--- config.mk ---
export PLATFORM = sky130hd
export DESIGN_NAME = regfile_param
export DESIGN_NICKNAME = d
export VERILOG_FILES = /design/src/rtl/regfile_pkg.sv /design/src/rtl/regfile_init_seq.sv /design/src/rtl/regfile_param.sv
export SDC_FILE = /design/constraint.sdc
export NUM_CORES = 1
export LEC_CHECK = 0
export CORE_MARGIN = 2
export CORE_UTILIZATION = 45
export DETAILED_ROUTE_END_ITERATION = 12
export GPL_TIMING_DRIVEN = 0
export HOLD_SLACK_MARGIN = 0.15
export PLACE_DENSITY = 0.66
export SLEW_MARGIN = 25
export SYNTH_ARGS = -nofsm -noshare
export SYNTH_HDL_FRONTEND = slang
export SYNTH_HIERARCHICAL = 1
export SYNTH_SLANG_ARGS = --single-unit
--- constraint.sdc ---
create_clock -name clk -period 4 [get_ports clk]
set_input_delay 0.6 -clock clk [delete_from_list [all_inputs] [get_ports clk]]
set_output_delay 0.6 -clock clk [all_outputs]
set_load 0.05 [all_outputs]
--- src/rtl/regfile_pkg.sv ---
// Shared types and default sizes for the parametrised register file.
package regfile_pkg;

  typedef enum logic {
    ST_INIT = 1'b0,
    ST_RUN  = 1'b1
  } state_t;

  localparam int DEF_DATA_W = 8;
  localparam int DEF_ADDR_W = 3;
  localparam int NUM_RD     = 2;

endpackage

--- src/rtl/regfile_init_seq.sv ---
// Clear sequencer: walks every address once after reset, then holds RUN with ready high.
module regfile_init_seq
  import regfile_pkg::*;
#(
  parameter int ADDR_W = DEF_ADDR_W
) (
  input  logic              clk,
  input  logic              i_rst_n,
  output logic              o_clr_we,
  output logic [ADDR_W-1:0] o_clr_addr,
  output logic              o_ready
);

  localparam logic [ADDR_W-1:0] LAST_ADDR = {ADDR_W{1'b1}};

  state_t            r_state;
  logic [ADDR_W-1:0] r_cnt;
  logic              r_ready;

  always_ff @(posedge clk or negedge i_rst_n) begin
    if (!i_rst_n) begin
      r_state <= ST_INIT;
      r_cnt   <= '0;
      r_ready <= 1'b0;
    end else begin
      case (r_state)
        ST_INIT: begin
          r_cnt <= r_cnt + 1'b1;
          if (r_cnt == LAST_ADDR) begin
            r_state <= ST_RUN;
            r_ready <= 1'b1;
          end
        end
        ST_RUN: begin
          r_ready <= 1'b1;
        end
        default: begin
          r_state <= ST_INIT;
          r_cnt   <= '0;
          r_ready <= 1'b0;
        end
      endcase
    end
  end

  assign o_clr_we   = (r_state == ST_INIT);
  assign o_clr_addr = r_cnt;
  assign o_ready    = r_ready;

endmodule

--- src/rtl/regfile_param.sv ---
// Two-read/one-write register file with forwarding, pending-write scoreboard and clear sequence.
// Optional build macro REGFILE_ZERO_REG_EN hardwires register 0 to zero.
module regfile_param
  import regfile_pkg::*;
#(
  parameter int                DATA_W   = DEF_DATA_W,
  parameter int                ADDR_W   = DEF_ADDR_W,
  parameter logic [DATA_W-1:0] INIT_VAL = '0
) (
  input  logic              clk,
  input  logic              reset,
  input  logic              we,
  input  logic [ADDR_W-1:0] waddr,
  input  logic [DATA_W-1:0] wdata,
  input  logic [ADDR_W-1:0] raddr1,
  input  logic [ADDR_W-1:0] raddr2,
  output logic [DATA_W-1:0] rdata1,
  output logic [DATA_W-1:0] rdata2,
  input  logic              rsv_en,
  input  logic [ADDR_W-1:0] rsv_addr,
  output logic              pend1,
  output logic              pend2,
  output logic              ready
);

  localparam int DEPTH = 2 ** ADDR_W;

`ifdef REGFILE_ZERO_REG_EN
  localparam bit ZERO_REG = 1'b1;
`else
  localparam bit ZERO_REG = 1'b0;
`endif

  logic              w_clr_we;
  logic [ADDR_W-1:0] w_clr_addr;
  logic              w_ready;
  logic              w_wr_en;
  logic              w_rsv_en;
  logic [DEPTH-1:0]  r_pend;
  logic [DATA_W-1:0] r_mem [DEPTH];

  logic [ADDR_W-1:0] w_raddr [NUM_RD];
  logic [DATA_W-1:0] w_rdata [NUM_RD];
  logic              w_pend  [NUM_RD];

  regfile_init_seq #(
    .ADDR_W (ADDR_W)
  ) u_init_seq (
    .clk        (clk),
    .i_rst_n    (reset),
    .o_clr_we   (w_clr_we),
    .o_clr_addr (w_clr_addr),
    .o_ready    (w_ready)
  );

  assign w_wr_en  = w_ready && we     && !(ZERO_REG && (waddr    == '0));
  assign w_rsv_en = w_ready && rsv_en && !(ZERO_REG && (rsv_addr == '0));

  // Storage is deliberately not reset; the clear sequence owns initialisation.
  always_ff @(posedge clk) begin
    if (w_clr_we) begin
      r_mem[w_clr_addr] <= INIT_VAL;
    end else if (w_wr_en) begin
      r_mem[waddr] <= wdata;
    end
  end

  genvar gi;
  generate
    for (gi = 0; gi < DEPTH; gi++) begin : g_pend
      // A reservation landing on the same edge as the write keeps the bit set.
      always_ff @(posedge clk or negedge reset) begin
        if (!reset) begin
          r_pend[gi] <= 1'b0;
        end else if (w_rsv_en && (rsv_addr == ADDR_W'(gi))) begin
          r_pend[gi] <= 1'b1;
        end else if (w_wr_en && (waddr == ADDR_W'(gi))) begin
          r_pend[gi] <= 1'b0;
        end
      end
    end
  endgenerate

  assign w_raddr[0] = raddr1;
  assign w_raddr[1] = raddr2;

  generate
    for (gi = 0; gi < NUM_RD; gi++) begin : g_rd
      always_comb begin
        w_rdata[gi] = '0;
        w_pend[gi]  = 1'b0;
        if (w_ready) begin
          w_pend[gi] = r_pend[w_raddr[gi]];
          if (ZERO_REG && (w_raddr[gi] == '0)) begin
            w_rdata[gi] = '0;
          end else if (w_wr_en && (waddr == w_raddr[gi])) begin
            w_rdata[gi] = wdata;
          end else begin
            w_rdata[gi] = r_mem[w_raddr[gi]];
          end
        end
      end
    end
  endgenerate

  assign rdata1 = w_rdata[0];
  assign rdata2 = w_rdata[1];
  assign pend1  = w_pend[0];
  assign pend2  = w_pend[1];
  assign ready  = w_ready;

endmodule

* Word level (Yosys, flattened, before mapping)
Memories as Yosys holds them, arrays and structs flattened.
Index checks and enable logic that the tools add are counted.
** Word-level totals
- Register bits :: 13
- Bits in writable memories :: 64
- Output and inout bits :: 19
- Logic and storage cells :: 102
- Memories :: 1
** Memory list
- r_mem :: depth 8, width 8, rd ports 2, clocked after memory_dff 0, wr ports 1, RTL line regfile_param.sv:40 : logic [DATA_W-1:0] r_mem [DEPTH];
** Operators by class
- $add $sub $neg :: 1
- $lt $le $gt $ge :: 2
- Equality and inequality tests :: 18
- Muxes and demuxes :: 37
- Bitwise operators :: 1
- Reduce and logical (&&, ||, !) cells :: 31
** Operator list (number)
- 8-bit 2-to-1 mux :: 5
- 1-bit 2-to-1 mux :: 28
- 3-bit == test (second input constant) :: 9
- 1-bit logical AND :: 20
- 2-bit nonzero test :: 8
- 3-bit by 2-bit == test with 1-bit output (second input constant) :: 4
- 3-bit by 4-bit < comparator with 1-bit output (second input constant) :: 2
- 8-bit OR reduction :: 1
- 1-bit binary-select mux with 3-bit select :: 2
- 3-bit by 1-bit == test with 1-bit output (second input constant) :: 2
- 3-bit == test :: 2
- 3-bit zero test :: 2
- 3-bit by 1-bit adder with 3-bit output (second input constant) :: 1
- 3-bit 2-to-1 mux :: 1
- 2-bit inequality test (second input constant) :: 1
- 1-bit case mux with 2 select lines :: 1
- 1-bit inverter :: 1

* Longest topological paths before layout
Gate-level depths: netlist (run 1).
- Word-level depth :: 6
- Gate-level depth with buffers :: 7
- Depth with buffers taken out :: 5

* By module
Netlist (run 1), hierarchy kept.
** Modules (own cells, without submodules)
- regfile_param :: instances 1, cells an instance 282, area each 3814.9 um^2
- regfile_init_seq :: instances 1, cells an instance 13, area each 197.7 um^2

* Worst setup path after synthesis (run 1)
No wires, ideal clock.
- Kind :: input -> output
- Start point :: in raddr1[1]
- End point :: out rdata1[2]
- Data arrival time :: 2.445 ns
- Slack :: 0.955 ns
- Stages on the path :: 6
- Buffers on the path :: 3
- Path through :: buf_4 > xor2_1 > or4_1 > buf_2 > buf_6 > a21oi_1
** On the way
- Word-level cells in the longest chain between the ends :: 4
- Elaborated cells between the ends (all ways) :: 5
- Classes of those cells :: 1 x eq/ne; 2 x mux; 1 x reduce/logical; 1 x memory
** RTL lines
- from (decl) :: RTL line regfile_param.sv:15 : input logic [ADDR_W-1:0] raddr1,
- branches (longest 2 deep; another with memory 8 x 8 bit)
- 8-bit 2-to-1 mux * :: RTL line regfile_param.sv:96 : end else if (w_wr_en && (waddr == w_raddr[gi])) begin
- 8-bit 2-to-1 mux * :: RTL line regfile_param.sv:92 : if (w_ready) begin
- to (decl) :: RTL line regfile_param.sv:17 : output logic [DATA_W-1:0] rdata1,
Every way passes the cells marked *.

* Worst setup path in the final report (run 1)
- Start point :: in raddr2[0]
- End point :: out rdata2[1]
** On the way
- Word-level cells in the longest chain between the ends :: 4
- Elaborated cells between the ends (all ways) :: 5
- Classes of those cells :: 1 x eq/ne; 2 x mux; 1 x reduce/logical; 1 x memory
** RTL lines
- from (decl) :: RTL line regfile_param.sv:16 : input logic [ADDR_W-1:0] raddr2,
- branches (longest 2 deep; another with memory 8 x 8 bit)
- 8-bit 2-to-1 mux * :: RTL line regfile_param.sv:96
- 8-bit 2-to-1 mux * :: RTL line regfile_param.sv:92
- to (decl) :: RTL line regfile_param.sv:18 : output logic [DATA_W-1:0] rdata2,
Marks and branches as above.

==> impl_metrics.yaml, run 1 <==
detailed_routing:
  highest_layer: "met4"
  met2_length_um: 4790
  drc: 0
  wire_per_inst_um: 22.1
  met1_length_um: 4430
  ant_nets: 0
  vias: 2848
  drtPass1Iterations: 4
  dr_wl_met3_um: 650
  routed_via_density: 6.26
  drt-initial-drc-count: 186
  drt-total-wl_um: 10100
timing:
  period_share_pct: 97.3
  setup-violations-final: 0
  period_needed_ns: 3.89
  fmax_mhz: 257
  rsz0062_at_grt: "no"
  worstMarginPinSlew_ns: 1.06
  fin_worst_skew_ns: 0.0111
  slew_violations: 0
  hold_viol_final: 0
  slew_headroom_pct: 29.3
  fin_tns_setup_ns: 0
yosys:
  synth_commonest_cells: "edfxtp_1, mux2i_1, a21oi_1"
  async_flop_share_pct: 16.9
  synth_edf_count: 64
  yosysUniqueCellTypes: 35
  synth_top_cell_by_area: "edfxtp_1"
  synth_top_flop_cell: "edfxtp_1"
  yosysMostFrequentCell: "edfxtp_1"
  syn_nets: 321
  synth.avg_cell_area_um2: 13.6
  syn_area_mm2: 0.00401
  synth_top_area_share_pct: 47.9
  yosys-top-cells-area: "edfxtp_1, mux4_2, dfrtp_1"
  ys_seq_area_share_pct: 56.0
  synth_cells: 295
  ys_seq_elements: 77
  synth_warnings: 6
finish:
  layout.nets: 368
  multiInputGateArea_mm2: 0.00162
  post-route-util_pct: 54.2
  diodes: 0
  seq_area_mm2: 0.00225
  area_growth_pct: 17.2
  finalNonFillerCells: 455
  final.fill_count: 752
  drive_above_1_share_pct: 17.3
critical_path:
  critPathLaunchType: "input port"
  crit_path_end_kind: "output pin"
  critPathMaxFanout: 10
  critical_path_class: "input port to output pin"
  cp.required_ns: 3.40
  startpoint: "raddr2[0]"
  arrival_ns: 3.29
  r2r-start: "u_init_seq/r_state"
power_and_ir_drop:
  power.density_mw_per_mm2: 387
  p_leak_nw: 1.76
  ir_drop_mv: 0.140
placed_design:
  place_inst: 439
  hpwlAfterDp_um: 6880
  portBuffers: 36
  globalplace.congestion: 0.895
clock_network:
  clk_latency_ns: 0.35
  cts_buffer_depth: 2
  cts_buffers: 9
  cts_tree: "built"
  cts_hold_buf: 0
  cts_sinks: 77
  cts_root_buf: "clkbuf_8"
  clkTransAtPathRegs_ns: 0.07
  cts_htree_levels: 3
min_path:
  min_from: "r_pend[7]"
  hold_class: "flop to flop"
die:
  die_h_um: 98.4
  rows: 34
  ios: 43
  die_w_um: 98.4
  die-area_mm2: 0.00969
  core_area_mm2: 0.00868
  initial_core_util_pct: 46.2
global_route:
  grt_start_max_net_pins: 15
  first_global_vias: 2786
  antenna_found_initial: 0
  grt_overflow: 0
  grtUsageTotal_pct: 21.1
  grt_pass1_wl_um: 15100
run:
  cap_violations: 0
status:
  run_status: "finished, final reports clean"
[timing repair]
item | CTS | global route
setup buffers | 0 | 0
endpoints found under the setup margin | 7 | 3
resized for setup | 7 | 3
[layer usage]
metal  track usage (%)  vias to the layer above
met4              7.17                        0
met1              30.4                     1447
met3              2.77                       17
met2              33.5                      130
li1                  -                     1254
met5                 0                        -
[placed cells by master, fill, tap and decap left out, types with 3 or more instances in the layout]
| cell type | count |
|---|---|
| a31oi_1 | 4 |
| mux2i_1 | 32 |
| o22ai_1 | 14 |
| o21ai_1 | 3 |
| mux4_2 | 22 |
| a21oi_1 | 30 |
| nand3_1 | 3 |
| xor2_1 | 6 |
| buf_2 | 11 |
| o31ai_1 | 4 |
| o21ai_0 | 24 |
| dlygate4sd2_1 | 6 |
| clkbuf_1 | 7 |
| nor2_1 | 8 |
| and2_1 | 8 |
| clkdlybuf4s50_1 | 29 |
| dfrtp_1 | 13 |
| inv_1 | 4 |
| buf_6 | 3 |
| nand2b_1 | 5 |
| nand2_1 | 4 |
| edfxtp_1 | 64 |
| clkbuf_8 | 9 |
| or2_2 | 3 |
[report_power, final]
group	internal (mW)	switching, mW
combinational	0.127	0.202
sequential	0.891	0.0148
clock	0.290	0.297
[cells by family (layout without fill, tap and decap cells)]
kind of cell	count (synthesis)	after routing	synth area share [%]
AOI/OAI and AO/OA	82	82	11.3
xor gates and xnor gates	7	7	1.53
adders and majority gates	2	2	0.624
buffers and inverters	28	80	3.62
DFF	77	77	56.0
muxes	56	56	20.9
and+or+nand+nor	43	43	6.05
[stage by stage]
stage	cell area, um2	power [mW]	worst slack [ns]	hold slack (ns)
6_report	4700	1.82	0.109	0.548
5_1_grt	4700	1.87	0.0258	0.591
4_1_cts	4700	1.82	0.0287	0.541
3_5_place_dp	4510	1.26	-0.0211	0.521
3_3_place_gp	4510	1.25	-0.0561	0.515
2_1_floorplan	4010	1.14	0.955	0.304
[registers in the layout, indices dropped and copies added, names as in the netlist]
signal                 cells
u_init_seq/o_ready         1
r_pend                     8
r_mem                     64
u_init_seq/r_state         1
u_init_seq/o_clr_addr      3
[worst max-delay path, cell delays in order]
cell,delay [ns]
clkdlybuf4s50_1,0.52
clkbuf_2,0.30
or2_2,0.35
clkbuf_1,0.25
o22ai_1,0.19
a21oi_1,0.06
a21oi_1,0.19
clkdlybuf4s50_1,0.82
[area by class of cell]
| cell class | instances | area share, % |
|---|---|---|
| buffer | 24 | 2.82 |
| clock buffer | 9 | 2.63 |
| clock inverter | 7 | 1.54 |
| inverter | 4 | 0.319 |
| multi-input combinational | 190 | 34.5 |
| sequential | 77 | 47.8 |
| tap | 108 | 2.87 |
| timing repair buffer | 36 | 7.56 |
[worst paths after layout]
check                                                end  slack [ns]  cells after the start
worst min-delay path                           r_pend[7]        0.55                      2
worst max register to register               r_mem[3][3]        1.24                      6
worst max-delay path                           rdata2[1]        0.11                      8
min in group asynchronous       u_init_seq/o_clr_addr[0]        0.61                      1
worst min register to register                 r_pend[7]        0.55                      2
max in group asynchronous                      r_pend[1]        3.01                      1
Note: power is estimated with default switching activity, not from simulation.
==> inputs of run 2 (changes only) <==
--- a/config.mk
+++ b/config.mk
@@ -9,8 +9,8 @@
 export CORE_UTILIZATION = 45
 export DETAILED_ROUTE_END_ITERATION = 12
 export GPL_TIMING_DRIVEN = 0
-export HOLD_SLACK_MARGIN = 0.15
-export PLACE_DENSITY = 0.66
+export HOLD_SLACK_MARGIN = 0.06
+export PLACE_DENSITY = 0.68
 export SLEW_MARGIN = 25
 export SYNTH_ARGS = -nofsm -noshare
 export SYNTH_HDL_FRONTEND = slang
==> constraint.sdc (replaced) <==
create_clock -name clk -period 3.3 [get_ports clk]
set_input_delay 0.495 -clock clk [delete_from_list [all_inputs] [get_ports clk]]
set_output_delay 0.495 -clock clk [all_outputs]
set_load 0.05 [all_outputs]
==> run 2 against run 1 <==
- worst hold slack worse by 0.030 ns
- sequential cell count unchanged
- global-route usage increased by 1.5 points
- worst setup slack worse by 0.049 ns
- register-to-register slack got worse by 0.77 ns
- clock power is 21% higher
==> impl_metrics.yaml, run 2 (synthesis results as in run 1) <==
clock_network:
  cts_buffers: 9
  postCtsSetupRepairBufs: 0
  cts_buffer_depth: 2
  cts_sinks: 77
  cts_root_buf: "clkbuf_8"
  clkTransAtPathRegs_ns: 0.08
  cts_hold_buf: 0
  cts_htree_levels: 3
  cts_tree: "built"
  clk_latency_ns: 0.36
critical_path:
  r2r-start: "u_init_seq/r_state"
  reg2regPathDepth: 6
  crit_family: "buffers and inverters"
  reg2reg_to: "r_mem[1][2]"
  critPathBufInv: 4
  regToRegSetupSlack_ns: 0.47
  cp_cell_sequence: "clkdlybuf4s50_1, xor2_1, or4_1, buf_2, buf_6, a21oi_1, clkdlybuf4s15_1"
  arrival_ns: 2.74
  critPathLaunchType: "input port"
  crit_path_end_kind: "output pin"
  cp.required_ns: 2.80
  slowest_delay_ns: 0.54
  cpMaxStageDelayCell: "clkdlybuf4s50_1"
  critPathMaxFanout: 10
  critical_path_class: "input port to output pin"
finish:
  drive_above_1_share_pct: 22.0
  post-route-util_pct: 53.8
  diodes: 0
  final_common_cell: "edfxtp_1"
  top_register: "r_mem"
  final.fill_count: 757
  layout.nets: 366
  largest_reg_flops: 64
  seq_area_mm2: 0.00225
  layout_common_cells: "edfxtp_1, mux2i_1, a21oi_1"
  multiInputGateArea_mm2: 0.00163
  area_growth_pct: 16.3
detailed_routing:
  drtPass1Iterations: 5
  vias: 2820
  routed_via_density: 6.23
  wire_per_inst_um: 23.1
  drc: 0
  ant_nets: 0
  drt-total-wl_um: 10400
  drt-initial-drc-count: 210
die:
  initial_core_util_pct: 46.2
  core_area_mm2: 0.00868
  rows: 34
  die-area_mm2: 0.00969
  die_h_um: 98.4
  ios: 43
  die_w_um: 98.4
global_route:
  grt_start_max_net_pins: 15
  antenna_found_initial: 0
  grtUsageTotal_pct: 22.6
  grt_overflow: 0
  grt_pass1_wl_um: 16100
  first_global_vias: 2945
min_path:
  hold_class: "input port to asynchronous set/reset pin"
timing:
  fmax_mhz: 309
  period_share_pct: 98.2
  slew_violations: 0
  rsz0062_at_grt: "no"
  setup_slack_ns: 0.0603
  fin_tns_setup_ns: 0
  period_needed_ns: 3.24
  slew_headroom_pct: 32.7
  worstMarginPinSlew_ns: 1.01
  fin_worst_skew_ns: 0.0140
  hold_viol_final: 0
  setup-violations-final: 0
placed_design:
  post-place-ws_ns: -0.546
  globalplace.congestion: 0.804
  portBuffers: 36
  hpwlAfterDp_um: 6960
power_and_ir_drop:
  total_power_mw: 2.20
  ir_drop_mv: 0.326
  power.density_mw_per_mm2: 472
  p_leak_nw: 1.74
status:
  run_status: "finished, final reports clean"
run:
  cap_violations: 0
run 2: worst max-delay path by stage:
| stage | from | slack, ns | to | cells after the start |
|---|---|---|---|---|
| final | waddr[2] | 0.06 | rdata2[0] | 7 |
| after global routing | waddr[2] | 0.01 | rdata2[4] | 7 |
| after CTS | raddr1[0] | -0.06 | rdata1[7] | 8 |
| after detailed placement | raddr2[0] | -0.55 | rdata2[7] | 8 |
| after global placement | raddr1[0] | -0.55 | rdata1[7] | 8 |
| after floorplan | u_init_seq/o_ready | 0.42 | rdata2[6] | 5 |
run 2: per-stage QoR:
stage          area, um2  hold slack (ns)  cells
2_1_floorplan       4010            0.199    295
3_3_place_gp        4510            0.517    439
3_5_place_dp        4510            0.520    439
4_1_cts             4700            0.508    454
5_1_grt             4670            0.550    453
6_report            4670            0.518    453
run 2: power breakdown:
part           internal, mW  switching [mW]  total (mW)
combinational         0.145           0.249       0.394
sequential             1.08          0.0167        1.10
clock                 0.350           0.362       0.712
run 2: timing repair:
action,4_1_cts,5_1_grt
endpoints found under the setup margin,16,15
hold endpoints to repair,0,0
gates resized for setup,31,19
run 2: worst register-to-register path: stages, from the launching register on:
cell	delay [ns]
dfrtp_1	0.45
inv_1	0.11
and3b_1	0.21
clkbuf_1	0.22
clkbuf_1	0.48
a31oi_1	0.20
nor2_1	0.78
run 2: area by class of cell:
type | instances | share of cell area, %
Multi-Input combinational cell | 190 | 34.8
Sequential cell | 77 | 48.2
Timing Repair Buffer | 36 | 6.89
Clock inverter | 7 | 1.58
Tap cell | 108 | 2.90
Clock buffer | 9 | 2.65
Buffer | 22 | 2.68
Inverter | 4 | 0.322
run 2: metal layers:
layer	share of wire, %	vias to the layer above	wire (um)	global-route usage [%]
met5	0	-	0	0
met3	7.6	16	795	4.40
met1	42	1428	4340	30.4
met4	2.2	0	230	10.1
li1	-	1246	-	-
met2	49	130	5080	35.9
==> inputs of run 3 (changes only) <==
--- a/config.mk
+++ b/config.mk
@@ -16,3 +16,4 @@
 export SYNTH_HDL_FRONTEND = slang
 export SYNTH_HIERARCHICAL = 1
 export SYNTH_SLANG_ARGS = --single-unit
+export TNS_END_PERCENT = 5
==> run 3 against run 2 <==
- register-to-register slack about the same
- largest cell class unchanged
- highest routed layer unchanged
- global-route usage about the same
- die area unchanged
- critical endpoint is now rdata1[5]
- largest power group unchanged
==> impl_metrics.yaml, run 3 (synthesis results as in run 1) <==
status:
  run_status: "finished, final reports clean"
run:
  cap_violations: 0
finish:
  largest_reg_flops: 64
  drive_above_1_share_pct: 22.5
  diodes: 0
  top_register: "r_mem"
  area_growth_pct: 16.1
  final_common_cell: "edfxtp_1"
  layout_common_cells: "edfxtp_1, mux2i_1, a21oi_1"
  finalNonFillerCells: 454
  post-route-util_pct: 53.7
  layout.nets: 367
  final.fill_count: 758
timing:
  period_needed_ns: 3.16
  setup_slack_ns: 0.143
  worstMarginPinSlew_ns: 1.00
  slew_violations: 0
  hold_viol_final: 0
  slew_headroom_pct: 32.8
  fmax_mhz: 317
  rsz0062_at_grt: "no"
  period_share_pct: 95.7
  fin_worst_skew_ns: 0.0138
  setup-violations-final: 0
detailed_routing:
  vias: 2822
  drt-total-wl_um: 10500
  drt-initial-drc-count: 198
  routed_via_density: 6.22
  drc: 0
  ant_nets: 0
  drtPass1Iterations: 4
  wire_per_inst_um: 23.1
global_route:
  grt_overflow: 0
  first_global_vias: 2965
  antenna_found_initial: 0
  grtUsageTotal_pct: 22.6
  grt_pass1_wl_um: 16100
  grt_start_max_net_pins: 15
placed_design:
  post-place-ws_ns: -0.546
  hpwlAfterDp_um: 6960
  place_inst: 439
  portBuffers: 36
  globalplace.congestion: 0.804
clock_network:
  cts_buffers: 9
  clkTransAtPathRegs_ns: 0.08
  postCtsSetupRepairBufs: 0
  cts_htree_levels: 3
  cts_buffer_depth: 2
  cts_tree: "built"
  cts_hold_buf: 0
  cts_sinks: 77
  clk_latency_ns: 0.36
  cts_root_buf: "clkbuf_8"
critical_path:
  critical_path_depth: 7
  critPathMaxFanout: 10
  critical_path_class: "input port to output pin"
  crit_family: "buffers and inverters"
  cp.required_ns: 2.80
  slowest_delay_ns: 0.54
  reg2regPathDepth: 6
  critPathLaunchType: "input port"
  arrival_ns: 2.66
  cpMaxStageDelayCell: "clkdlybuf4s50_1"
  critPathBufInv: 4
  cp_cell_sequence: "clkdlybuf4s50_1, xor2_1, or4_1, buf_2, buf_6, a21oi_1, clkdlybuf4s15_2"
  crit_path_end_kind: "output pin"
power_and_ir_drop:
  power.density_mw_per_mm2: 473
  p_leak_nw: 1.74
  ir_drop_mv: 0.330
die:
  ios: 43
  initial_core_util_pct: 46.2
  die_h_um: 98.4
  core_area_mm2: 0.00868
  die-area_mm2: 0.00969
  rows: 34
  die_w_um: 98.4
min_path:
  hold_class: "input port to asynchronous set/reset pin"
-- run 3: timing repair --
item                       in CTS  in global routing
gates cloned                    0                  0
setup endpoints to repair      16                 15
gates resized for setup        32                 20
-- run 3: area by class of cell --
cell class,instances,area (um2),share of cell area (%)
Buffer,23,130,2.79
Clock buffer,9,124,2.66
Clock inverter,7,73.8,1.58
Inverter,4,15.0,0.322
Multi-Input combinational cell,190,1620,34.8
Sequential cell,77,2250,48.2
Tap cell,108,135,2.90
Timing Repair Buffer,36,312,6.69
-- run 3: worst paths after layout --
path	from	end	slack (ns)
max	waddr[2]	rdata1[5]	0.14
min	reset	r_pend[4]	0.50
max reg2reg	u_init_seq/r_state	r_mem[0][2]	0.46
min reg2reg	r_pend[0]	r_pend[0]	0.54
max in group asynchronous	reset	u_init_seq/o_ready	2.41
min in group clk	waddr[1]	r_pend[0]	0.51
-- run 3: worst register-to-register path: stages (launching register included) --
cell and delay, ns:
dfrtp_1 0.45, inv_1 0.11, and3b_1 0.21, clkbuf_1 0.23
clkbuf_1 0.48, a31oi_1 0.21, nor2_1 0.78
-- run 3: layer usage --
metal	global-route usage, %	vias up	wire (um)
met2	36.0	137	5090
met1	29.8	1415	4220
met4	11.5	0	290
li1	-	1249	-
met5	0	-	0
met3	4.47	21	897
-- run 3: through the flow --
step | area, um2 | power, mW | setup TNS, ns | hold WS [ns]
final | 4660 | 2.21 | 0 | 0.505
after CTS | 4710 | 2.21 | -0.0578 | 0.508
after global routing | 4660 | 2.28 | 0 | 0.553
after global placement | 4510 | 1.52 | -7.00 | 0.517
after detailed placement | 4510 | 1.52 | -7.22 | 0.520
after floorplan | 4010 | 1.38 | 0 | 0.199
-- run 3: where the power goes --
group	total [mW]	switching, mW	leakage [nW]	internal [mW]
clock	0.716	0.366	0.0895	0.350
combinational	0.393	0.249	0.850	0.144
sequential	1.10	0.0167	0.804	1.08
